[config.mk]
export PLATFORM = sky130hd
export DESIGN_NAME = tele_rx
export DESIGN_NICKNAME = d
export VERILOG_FILES = /design/src/rtl/tele_rx.sv
export SDC_FILE = /design/constraint.sdc
export NUM_CORES = 1
export LEC_CHECK = 0
export BUFFER_PORTS_ARGS = -buffer_cell sky130_fd_sc_hd__clkbuf_2
export CAP_MARGIN = 5
export CORE_MARGIN = 4
export CORE_UTILIZATION = 45
export DETAILED_ROUTE_END_ITERATION = 7
export MAX_ROUTING_LAYER = met4
export SYNTH_ARGS = -nofsm -noshare
export SYNTH_HDL_FRONTEND = slang
export SYNTH_SLANG_ARGS = --single-unit
[constraint.sdc]
create_clock -name src_clk -period 1.6 [get_ports src_clk]
set_clock_uncertainty 0.05 [all_clocks]
set_input_delay 0.24 -clock src_clk [delete_from_list [all_inputs] [get_ports src_clk]]
set_output_delay 0.24 -clock src_clk [all_outputs]
set_load 0.05 [all_outputs]
[src/rtl/tele_rx.sv]
// tele_rx: serial byte-frame receiver for the tele link.
//
// Recovers frames of the form start bit (low), DATA_W data bits LSB first and
// one stop bit (high) from an asynchronous serial line. Each bit lasts OVS
// src_clk cycles. The line is oversampled on src_clk and every bit is sampled
// at its midpoint. OVS must be even and at least 4.
//
// Ports:
//   src_clk      - the only clock; all logic uses its rising edge
//   rst_src_n    - synchronous, active-low reset
//   rx_in        - serial line, asynchronous to src_clk, idles high
//   rx_data      - last byte received with a good stop bit; bit 0 arrived first
//   rx_valid     - one-cycle strobe: rx_data was updated in this cycle
//   rx_frame_err - one-cycle strobe: the stop bit was sampled low
//   rx_busy      - high whenever a frame is being received (FSM not IDLE)

module tele_rx #(
    parameter int DATA_W = 8,
    parameter int OVS    = 16
) (
    input  logic              src_clk,
    input  logic              rst_src_n,
    input  logic              rx_in,
    output logic [DATA_W-1:0] rx_data,
    output logic              rx_valid,
    output logic              rx_frame_err,
    output logic              rx_busy
);

    localparam int CNT_W = (OVS > 1) ? $clog2(OVS) : 1;
    localparam int IDX_W = (DATA_W > 1) ? $clog2(DATA_W) : 1;

    localparam logic [CNT_W-1:0] CNT_HALF = CNT_W'(OVS / 2 - 1);
    localparam logic [CNT_W-1:0] CNT_LAST = CNT_W'(OVS - 1);
    localparam logic [IDX_W-1:0] IDX_LAST = IDX_W'(DATA_W - 1);

    typedef enum logic [1:0] {
        IDLE,
        START,
        DATA,
        STOP
    } state_t;

    state_t state_q;
    state_t state_d;

    logic s1;
    logic s2;
    logic s2_d;
    logic sync_primed;
    logic armed;

    logic [CNT_W-1:0]  cnt_q;
    logic [CNT_W-1:0]  cnt_d;
    logic [IDX_W-1:0]  bit_idx_q;
    logic [IDX_W-1:0]  bit_idx_d;
    logic [DATA_W-1:0] shreg_q;
    logic [DATA_W-1:0] shreg_d;
    logic [DATA_W-1:0] rx_data_d;
    logic              rx_valid_d;
    logic              rx_frame_err_d;

    // Two-flop synchronizer plus one delay flop for falling-edge detection.
    // The flops reset to the idle (high) level, so a line that is already low
    // when reset is released would look like a falling edge in s2/s2_d.
    // 'armed' stays low until s1 has captured a real high level from the line
    // after reset, which keeps a reset in the middle of a frame from starting
    // a bogus frame on the remainder of that frame.
    always_ff @(posedge src_clk) begin
        if (!rst_src_n) begin
            s1          <= 1'b1;
            s2          <= 1'b1;
            s2_d        <= 1'b1;
            sync_primed <= 1'b0;
            armed       <= 1'b0;
        end else begin
            s1          <= rx_in;
            s2          <= s1;
            s2_d        <= s2;
            sync_primed <= 1'b1;
            if (sync_primed && s1) begin
                armed <= 1'b1;
            end
        end
    end

    // State, counters, shift register and the registered outputs.
    always_ff @(posedge src_clk) begin
        if (!rst_src_n) begin
            state_q      <= IDLE;
            cnt_q        <= '0;
            bit_idx_q    <= '0;
            shreg_q      <= '0;
            rx_data      <= '0;
            rx_valid     <= 1'b0;
            rx_frame_err <= 1'b0;
        end else begin
            state_q      <= state_d;
            cnt_q        <= cnt_d;
            bit_idx_q    <= bit_idx_d;
            shreg_q      <= shreg_d;
            rx_data      <= rx_data_d;
            rx_valid     <= rx_valid_d;
            rx_frame_err <= rx_frame_err_d;
        end
    end

    // Next-state logic. START waits half a bit so that every later sample,
    // taken a full bit time apart, lands on a bit midpoint. STOP leaves at
    // the stop-bit midpoint, which leaves half a bit of IDLE time before a
    // back-to-back start bit can arrive.
    always_comb begin
        state_d        = state_q;
        cnt_d          = cnt_q;
        bit_idx_d      = bit_idx_q;
        shreg_d        = shreg_q;
        rx_data_d      = rx_data;
        rx_valid_d     = 1'b0;
        rx_frame_err_d = 1'b0;

        case (state_q)
            IDLE: begin
                cnt_d = '0;
                if (armed && s2_d && !s2) begin
                    state_d = START;
                end
            end

            START: begin
                if (cnt_q == CNT_HALF) begin
                    cnt_d = '0;
                    if (s2) begin
                        state_d = IDLE;
                    end else begin
                        state_d   = DATA;
                        bit_idx_d = '0;
                    end
                end else begin
                    cnt_d = cnt_q + CNT_W'(1);
                end
            end

            DATA: begin
                if (cnt_q == CNT_LAST) begin
                    cnt_d   = '0;
                    shreg_d = (shreg_q >> 1) | (DATA_W'(s2) << (DATA_W - 1));
                    if (bit_idx_q == IDX_LAST) begin
                        state_d = STOP;
                    end else begin
                        bit_idx_d = bit_idx_q + IDX_W'(1);
                    end
                end else begin
                    cnt_d = cnt_q + CNT_W'(1);
                end
            end

            STOP: begin
                if (cnt_q == CNT_LAST) begin
                    cnt_d   = '0;
                    state_d = IDLE;
                    if (s2) begin
                        rx_data_d  = shreg_q;
                        rx_valid_d = 1'b1;
                    end else begin
                        rx_frame_err_d = 1'b1;
                    end
                end else begin
                    cnt_d = cnt_q + CNT_W'(1);
                end
            end

            default: begin
                state_d = IDLE;
                cnt_d   = '0;
            end
        endcase
    end

    assign rx_busy = (state_q != IDLE);

endmodule

==> results of run 1 <==
-- worst max-delay path: stages (launching register included) --
cell	delay, ps
dfxtp_4	400
or2_1	270
buf_2	220
-- flip-flops by register name (all words and copies together), names as in the netlist, named ones only --
name,cells
rx_data,8
rx_frame_err,1
shreg_q,8
rx_valid,1
cnt_q,4
state_q,1
s2_d,1
sync_primed,1
s1,1
bit_idx_q,3
armed,1
s2,1
-- layout make-up --
| cell class | count | area (um^2) |
|---|---|---|
| fillers | 279 | 1320 |
| flip-flops and latches | 32 | 646 |
| multi-input cells | 104 | 623 |
| repair buffers | 17 | 95.1 |
| clock buffers | 6 | 41.3 |
| well taps | 31 | 38.8 |
| clock inverters | 2 | 35.0 |
| inverters | 3 | 11.3 |
-- logic make-up (layout without fill, tap and decap cells) --
logic type | after synthesis | after routing | share of synthesized area (%)
adder cells (fa/ha/maj) | 3 | 3 | 2.79
XOR/XNOR | 2 | 2 | 1.30
buffers and inverters | 16 | 28 | 6.05
multiplexers | 2 | 2 | 1.49
flip-flops | 32 | 32 | 47.6
AO/OA/AOI/OAI | 46 | 46 | 20.2
AND/OR/NAND/NOR | 51 | 51 | 20.6
-- cell usage after synthesis, drive strengths merged --
| cell | count |
|---|---|
| dfxtp | 32 |
| nand3 | 21 |
| a21oi | 19 |
| o21ai | 16 |
| nand2 | 9 |
| buf | 8 |
| and3 | 5 |
| clkbuf | 5 |
| nand2b | 5 |
| ha | 3 |
| inv | 3 |
| o22ai | 3 |
| a211oi | 2 |
| a31oi | 2 |
| mux2i | 2 |
| nor2 | 2 |
| nor2b | 2 |
| nor3 | 2 |
| a21boi | 1 |
| a221oi | 1 |
| and2b | 1 |
| nand4bb | 1 |
| o211ai | 1 |
| o32ai | 1 |
| or2 | 1 |
| or3 | 1 |
| or4b | 1 |
| xnor2 | 1 |
| xor2 | 1 |
-- final timing paths --
check,endpoint,cells after the start
worst min-delay path,s1$_SDFF_PN1_,2
worst max-delay path,rx_busy,2
worst min register to register,s2$_SDFF_PN1_,1
worst max register to register,bit_idx_q[2]$_SDFFE_PN0P_,4
-- metrics by stage --
step                total power, mW  hold WS, ps  cell area [um^2]
floorplan                     0.848          218              1350
detailed placement            0.857          378              1410
global placement              0.857          376              1410
global route                   1.51         32.2              1490
finish                         1.44         27.6              1490
CTS                            1.46         14.8              1490
-- metal layers --
| metal | vias up | part of all wire, % | global-route usage (%) |
|---|---|---|---|
| met1 | 515 | 49 | 19.6 |
| met4 | 0 | 1.7 | 7.44 |
| met2 | 36 | 44 | 22.8 |
| met5 | - | 0 | - |
| met3 | 6 | 5.9 | 6.47 |
| li1 | 568 | - | - |
-- power by group --
| group | internal, mW | switching, mW | leakage [nW] |
|---|---|---|---|
| clock | 0.327 | 0.276 | 0.0422 |
| combinational | 0.00868 | 0.0207 | 0.260 |
| sequential | 0.802 | 0.00597 | 0.260 |
-- repair_timing --
item                                    4_1_cts  5_1_grt
pin swaps                                     0        0
gates resized for setup                       2        2
endpoints found under the setup margin        1        1
==> impl_metrics.env, run 1 <==
export IMPL_status="completed"
export IMPL_hold_buffers=0
export IMPL_syn_avg_cell_area_um2=8.85
export IMPL_final_common_cell="dfxtp_1"
export IMPL_grt_use_total_pct=16.0
export IMPL_fin_crit_sh_pct=94.7
export IMPL_grt_max_degree=23
export IMPL_hp_class="in2reg"
export IMPL_maxSlewHeadroom_pct=74.3
export IMPL_layout_drive_gt1_share_pct=18.9
export IMPL_crit_path_max_fanout=14
export IMPL_slew_violations=0
export IMPL_drc=0
export IMPL_cts_path_max_buffers=2
export IMPL_numPortBuffers=13
export IMPL_clk_pin_slew_ps=100
export IMPL_final_cell_mix="dfxtp_1 (30), nand3_1 (21), a21oi_1 (18)"
export IMPL_r2r_start="bit_idx_q[0]$_SDFFE_PN0P_"
export IMPL_die_area_um2=3930
export IMPL_start_util_pct=47.9
export IMPL_wl_per_cell_um=14.0
export IMPL_drtAntennaViolNets=0
export IMPL_arrival_ps=1230
export IMPL_setup_viol=0
export IMPL_max_slew_worst_pin_slew_ps=386
export IMPL_synthToLayoutAreaGrowth_pct=10.8
export IMPL_fin_nets=169
export IMPL_netlist_cell_type_count=33
export IMPL_post_route_min_period_ps=1520
export IMPL_finalWeightedCongestion=0.824
export IMPL_min_delay_start="rx_in"
export IMPL_cts_tree="built"
export IMPL_synth_top_area_share_pct=47.6
export IMPL_overflow=0
export IMPL_hpwlAfterDp_mm=1.90
export IMPL_die_w_um=62.7
export IMPL_timing_worst_setup_path_type="reg2out"
export IMPL_fin_setup_tns_ps=0
export IMPL_synth_yosys_warnings=0
export IMPL_synth_nets=158
export IMPL_std_cell_rows=19
export IMPL_antennaDiodeCount=0
export IMPL_ys_top_cells_by_area="dfxtp_1 (48%), nand3_1 (7.8%), a21oi_1 (6.7%), o21ai_1 (6.0%), ha_1 (2.8%)"
export IMPL_cts_root_buffer="clkbuf_4"
export IMPL_r2r_slack_ps=140
export IMPL_cts_made_buffers=5
export IMPL_syn_inst=152
export IMPL_first_pass_iters=4
export IMPL_cts_num_sinks=32
export IMPL_grt_pass1_vias=1051
export IMPL_synth_seq_area_share_pct=47.6
export IMPL_setup_ws_ps=84.6
export IMPL_viasPerCell=5.77
export IMPL_drt_initial_drc_count=81
export IMPL_antenna_found_initial=0
export IMPL_clk_latency_ps=330
export IMPL_dp_cells=187
export IMPL_ios=14
export IMPL_fin_cells=195
export IMPL_ys_ff_latch=32
export IMPL_dp_slack_ps=151
export IMPL_yosys_area_top_type="dfxtp_1"
export IMPL_leakagePower_nw=0.562
export IMPL_h_tree_depth=2
export IMPL_cp_start_kind="register"
export IMPL_ir_worst_vdd_mv=0.597
export IMPL_core_um2=2810
export IMPL_end_kind="primary output"
export IMPL_max_freq_mhz=660
export IMPL_power_density_nw_per_um2=966
export IMPL_maxCapViolCount=0
export IMPL_cts_setup_buffers=0
export IMPL_grt_first_pass_wirelength_mm=4.83
export IMPL_required_ps=1310
export IMPL_fp_dieH_um=62.7
export IMPL_rsz0062_at_grt="false"
export IMPL_syn_cell_area_um2=1350
export IMPL_routed_wl_mm=2.73
export IMPL_route_vias_total=1125
export IMPL_hold_viol=0
export IMPL_final_core_util_pct=53.1
No activity file was read; power rests on OpenSTA's default activity.
==> run 2, diff against run 1 <==
- CORE_UTILIZATION: 45 -> 56
- PLACE_DENSITY: unset -> 0.76
- SKIP_CTS_REPAIR_TIMING: unset -> 1
==> impl_metrics.env, run 2 (synthesized netlist as in run 1, its figures left out) <==
export IMPL_leakagePower_nw=0.567
export IMPL_grt_pass1_vias=1069
export IMPL_fin_nets=171
export IMPL_h_tree_depth=2
export IMPL_drc=0
export IMPL_min_delay_start="rx_in"
export IMPL_switchingPower_mw=0.289
export IMPL_clk_latency_ps=330
export IMPL_first_pass_iters=4
export IMPL_hold_viol=0
export IMPL_start_util_pct=59.7
export IMPL_power_density_nw_per_um2=949
export IMPL_r2r_start="bit_idx_q[0]$_SDFFE_PN0P_"
export IMPL_hold_depth=2
export IMPL_status="completed"
export IMPL_final_common_cell="dfxtp_1"
export IMPL_cts_made_buffers=5
export IMPL_grt_max_degree=23
export IMPL_fp_dieH_um=57.0
export IMPL_core_um2=2250
export IMPL_finalWeightedCongestion=0.782
export IMPL_hp_class="in2reg"
export IMPL_r2r_slack_ps=100
export IMPL_p_clk_share_pct=41.4
export IMPL_hpwlAfterDp_mm=1.79
export IMPL_cts_tree="built"
export IMPL_synthToLayoutAreaGrowth_pct=11.8
export IMPL_cts_num_sinks=32
export IMPL_arrival_ps=1240
export IMPL_die_area_um2=3250
export IMPL_numPortBuffers=13
export IMPL_netSwitchingFraction_pct=20.3
export IMPL_grt_first_pass_wirelength_mm=4.51
export IMPL_seqPwrFrac_pct=56.6
export IMPL_cts_path_max_buffers=2
export IMPL_power_total_mw=1.43
export IMPL_route_vias_total=1151
export IMPL_p_int_mw=1.14
export IMPL_viasPerCell=5.93
export IMPL_reg_top3="rx_data (8), shreg_q (8), cnt_q (4)"
export IMPL_std_cell_rows=17
export IMPL_timing_worst_setup_path_type="reg2out"
export IMPL_antennaDiodeCount=0
export IMPL_clk_pin_slew_ps=100
export IMPL_required_ps=1310
export IMPL_antenna_found_initial=0
export IMPL_p_comb_share_pct=2.0
export IMPL_overflow=0
export IMPL_maxSlewHeadroom_pct=73.0
export IMPL_max_freq_mhz=652
export IMPL_ir_worst_vdd_mv=0.772
export IMPL_routed_wl_mm=2.69
export IMPL_drtAntennaViolNets=0
export IMPL_rsz0062_at_grt="false"
export IMPL_crit_path_max_fanout=14
export IMPL_maxCapViolCount=0
export IMPL_drt_initial_drc_count=38
export IMPL_cp_start_kind="register"
export IMPL_die_w_um=57.0
export IMPL_wl_per_cell_um=13.9
export IMPL_layout_drive_gt1_share_pct=20.5
export IMPL_post_route_min_period_ps=1530
export IMPL_end_kind="primary output"
export IMPL_cts_root_buffer="clkbuf_4"
export IMPL_grt_use_total_pct=18.3
export IMPL_r2r_worst_path_cells=4
export IMPL_fin_crit_sh_pct=95.9
export IMPL_ios=14
export IMPL_setup_viol=0
export IMPL_holdPathEnd="s1$_SDFF_PN1_"
export IMPL_hold_worst_slack_ps=47.4
export IMPL_regToRegEndpoint="bit_idx_q[1]$_SDFFE_PN0P_"
export IMPL_final_cell_mix="dfxtp_1 (30), nand3_1 (21), a21oi_1 (18)"
export IMPL_slew_violations=0
export IMPL_max_slew_worst_pin_slew_ps=405
## run 2: through the flow
stage	TNS, ps	utilization (%)	area, um^2	std cells	worst slack, ps
floorplan	0	-	1350	152	249
global placement	0	63.0	1420	186	154
detailed placement	0	63.0	1420	186	95.8
CTS	-145	66.4	1500	194	-145
global route	0	66.7	1500	194	1.64
finish	0	66.7	1500	194	66.0
## run 2: power by group through the flow
stage	combinational (mW)	sequential, mW	clock [mW]
after CTS	0.0292	0.809	0.599
after detailed placement	0.0293	0.828	0
after global routing	0.0317	0.809	0.646
after global placement	0.0284	0.827	0
after floorplan	0.0235	0.825	0
final	0.0287	0.808	0.590
## run 2: critical path, cell delays in order (launching register included)
cell      delay [ps]
dfxtp_4          410
or2_1            260
clkbuf_2         240
## run 2: worst max path at each step
stage / startpoint / end / slack [ps] / depth (start not counted)
2_1_floorplan: cnt_q[0]$_SDFF_PN0_ / state_q[0]$_SDFFE_PN0P_ / 250 / 6
3_3_place_gp: cnt_q[0]$_SDFF_PN0_ / rx_data[6]$_SDFFE_PN0P_ / 150 / 4
3_5_place_dp: cnt_q[0]$_SDFF_PN0_ / bit_idx_q[1]$_SDFFE_PN0P_ / 100 / 4
4_1_cts: register / rx_busy / -140 / 2
5_1_grt: register / rx_busy / 2 / 2
6_report: register / rx_busy / 70 / 2
## run 2: per-layer routing
metal | vias up | wire [um] | GRT usage [%]
li1 | 572 | - | -
met1 | 532 | 1200 | 22.1
met2 | 35 | 1270 | 27.2
met3 | 12 | 160 | 5.20
met4 | 0 | 70 | 10.3
met5 | - | 0 | -
## run 2: cell type report
class,count,area [um^2]
clock buffer,6,41.3
clock inverter,2,35.0
fill,200,751
inverter,3,11.3
multi-input combinational,104,626
sequential,32,646
tap,28,35.0
timing repair buffer,19,110
==> run 3, diff against run 2 <==
- MAX_ROUTING_LAYER: met4 -> unset
- SETUP_SLACK_MARGIN: unset -> 0.5
==> impl_metrics.env, run 3 (synthesized netlist as in run 1, its figures left out) <==
export IMPL_fin_cells=210
export IMPL_start_util_pct=59.7
export IMPL_required_ps=1310
export IMPL_r2r_start="bit_idx_q[0]$_SDFFE_PN0P_"
export IMPL_die_w_um=57.0
export IMPL_p_clk_share_pct=45.6
export IMPL_max_stage_delay_ps=360
export IMPL_viasPerCell=6.80
export IMPL_netSwitchingFraction_pct=21.3
export IMPL_synthToLayoutAreaGrowth_pct=55.0
export IMPL_ios=14
export IMPL_holdPathEnd="s1$_SDFF_PN1_"
export IMPL_hold_viol=0
export IMPL_r2r_slack_ps=130
export IMPL_arrival_ps=1220
export IMPL_rsz0062_at_grt="true"
export IMPL_cts_path_max_buffers=2
export IMPL_cts_made_buffers=5
export IMPL_ir_worst_vdd_mv=0.888
export IMPL_setup_ws_ps=92.6
export IMPL_antenna_found_initial=0
export IMPL_cp_start_kind="register"
export IMPL_std_cell_rows=17
export IMPL_dp_slack_ps=191
export IMPL_layout_drive_gt1_share_pct=63.2
export IMPL_placed_area_um2=1510
export IMPL_leakagePower_nw=0.729
export IMPL_maxCapViolCount=0
export IMPL_cts_tree="built"
export IMPL_overflow=0
export IMPL_hold_depth=2
export IMPL_finalWeightedCongestion=0.772
export IMPL_clk_pin_slew_ps=90
export IMPL_grt_use_total_pct=19.0
export IMPL_end_kind="primary output"
export IMPL_power_density_nw_per_um2=747
export IMPL_crit_path_max_fanout=5
export IMPL_clk_latency_ps=340
export IMPL_drtAntennaViolNets=0
export IMPL_reg_top3="rx_data (8), shreg_q (8), cnt_q (4)"
export IMPL_regToRegEndpoint="bit_idx_q[2]$_SDFFE_PN0P_"
export IMPL_die_area_um2=3250
export IMPL_crit_chain="buf_6 -> or2_4 -> buf_8"
export IMPL_route_vias_total=1427
export IMPL_hold_worst_slack_ps=36.7
export IMPL_fin_crit_sh_pct=94.2
export IMPL_min_delay_start="rx_in"
export IMPL_numPortBuffers=13
export IMPL_final_cell_mix="dfxtp_1 (14), dfxtp_2 (12), buf_4 (12)"
export IMPL_maxSlewHeadroom_pct=65.8
export IMPL_h_tree_depth=2
export IMPL_drc=0
export IMPL_fin_area_um2=2080
export IMPL_fin_nets=187
export IMPL_hpwlAfterDp_mm=1.94
export IMPL_max_freq_mhz=663
export IMPL_max_slew_worst_pin_slew_ps=512
export IMPL_switchingPower_mw=0.332
export IMPL_grt_pass1_vias=1040
export IMPL_grt_max_degree=23
export IMPL_routed_wl_mm=5.11
export IMPL_critPathBufInv=2
export IMPL_wl_per_cell_um=24.3
export IMPL_crit_family="flip-flops"
export IMPL_fp_dieH_um=57.0
export IMPL_antennaDiodeCount=0
export IMPL_cts_num_sinks=32
export IMPL_hp_class="in2reg"
export IMPL_setup_viol=0
export IMPL_drt_initial_drc_count=100
export IMPL_cts_root_buffer="clkbuf_4"
export IMPL_r2r_worst_path_cells=4
export IMPL_first_pass_iters=4
export IMPL_grt_first_pass_wirelength_mm=4.81
export IMPL_status="completed"
export IMPL_timing_worst_setup_path_type="reg2out"
export IMPL_p_int_mw=1.22
export IMPL_seqPwrFrac_pct=51.5
export IMPL_slew_violations=0
export IMPL_dp_cells=187
export IMPL_core_um2=2250
export IMPL_slowest_stage="dfxtp_4"
export IMPL_power_total_mw=1.56
export IMPL_fillers=75
export IMPL_p_comb_share_pct=2.9
export IMPL_final_common_cell="dfxtp_1"
export IMPL_post_route_min_period_ps=1510
run 3: cell types whose count changed in the layout (fill, tap and decap cells not counted), moves of 5 or more:
| cell | previous run | this run |
|---|---|---|
| dfxtp_1 | 30 | 14 |
| buf_8 | 0 | 10 |
| a21oi_1 | 18 | 10 |
| a21oi_2 | 0 | 8 |
| clkbuf_2 | 13 | 2 |
| nand3_2 | 0 | 10 |
| dfxtp_2 | 1 | 12 |
| buf_4 | 6 | 12 |
| o21ai_2 | 0 | 11 |
| o21ai_1 | 16 | 5 |
| buf_6 | 0 | 8 |
| dfxtp_4 | 1 | 6 |
| nand3_1 | 21 | 9 |
run 3: stage by stage:
step / utilization, % / setup TNS, ps
after floorplan: - / 0
after global placement: 67.1 / 0
after detailed placement: 67.1 / 0
after CTS: 71.4 / -85.6
after global routing: 92.5 / 0
final: 92.5 / 0
run 3: worst max-delay path by stage:
stage / cells after the start / endpoint / start / slack, ps
final: 3 / rx_busy / state_q[0]$_SDFFE_PN0P_ / 90
after global routing: 3 / rx_busy / state_q[0]$_SDFFE_PN0P_ / 60
after CTS: 3 / rx_busy / state_q[0]$_SDFFE_PN0P_ / -90
after detailed placement: 5 / bit_idx_q[2]$_SDFFE_PN0P_ / bit_idx_q[0]$_SDFFE_PN0P_ / 190
after global placement: 3 / bit_idx_q[0]$_SDFFE_PN0P_ / register / 260
after floorplan: 4 / bit_idx_q[0]$_SDFFE_PN0P_ / cnt_q[3]$_SDFF_PN0_ / 290
run 3: per-layer routing:
layer | global-route usage (%) | wire [um] | share of wire, % | vias up
li1 | - | - | - | 611
met3 | 7.69 | 405 | 7.9 | 25
met5 | 0 | 0 | 0 | -
met2 | 27.4 | 2430 | 48 | 95
met1 | 25.9 | 2070 | 41 | 696
met4 | 5.96 | 205 | 4.0 | 0
run 3: layout make-up:
class	count	area (um^2)	share of cell area [%]
clock buffers	7	65.1	3.12
well taps	28	35.0	1.68
repair buffers	33	365	17.5
clock inverters	1	30.0	1.44
multi-input cells	106	900	43.2
flip-flops and latches	32	678	32.5
inverters	3	11.3	0.540
run 3: power groups by stage:
| stage | Combinational (mW) | Clock, mW | Sequential, mW |
|---|---|---|---|
| 2_1_floorplan | 0.0251 | 0 | 0.825 |
| 5_1_grt | 0.0474 | 0.744 | 0.802 |
| 6_report | 0.0449 | 0.710 | 0.802 |
| 4_1_cts | 0.0332 | 0.700 | 0.809 |
| 3_3_place_gp | 0.0310 | 0 | 0.827 |
| 3_5_place_dp | 0.0331 | 0 | 0.827 |
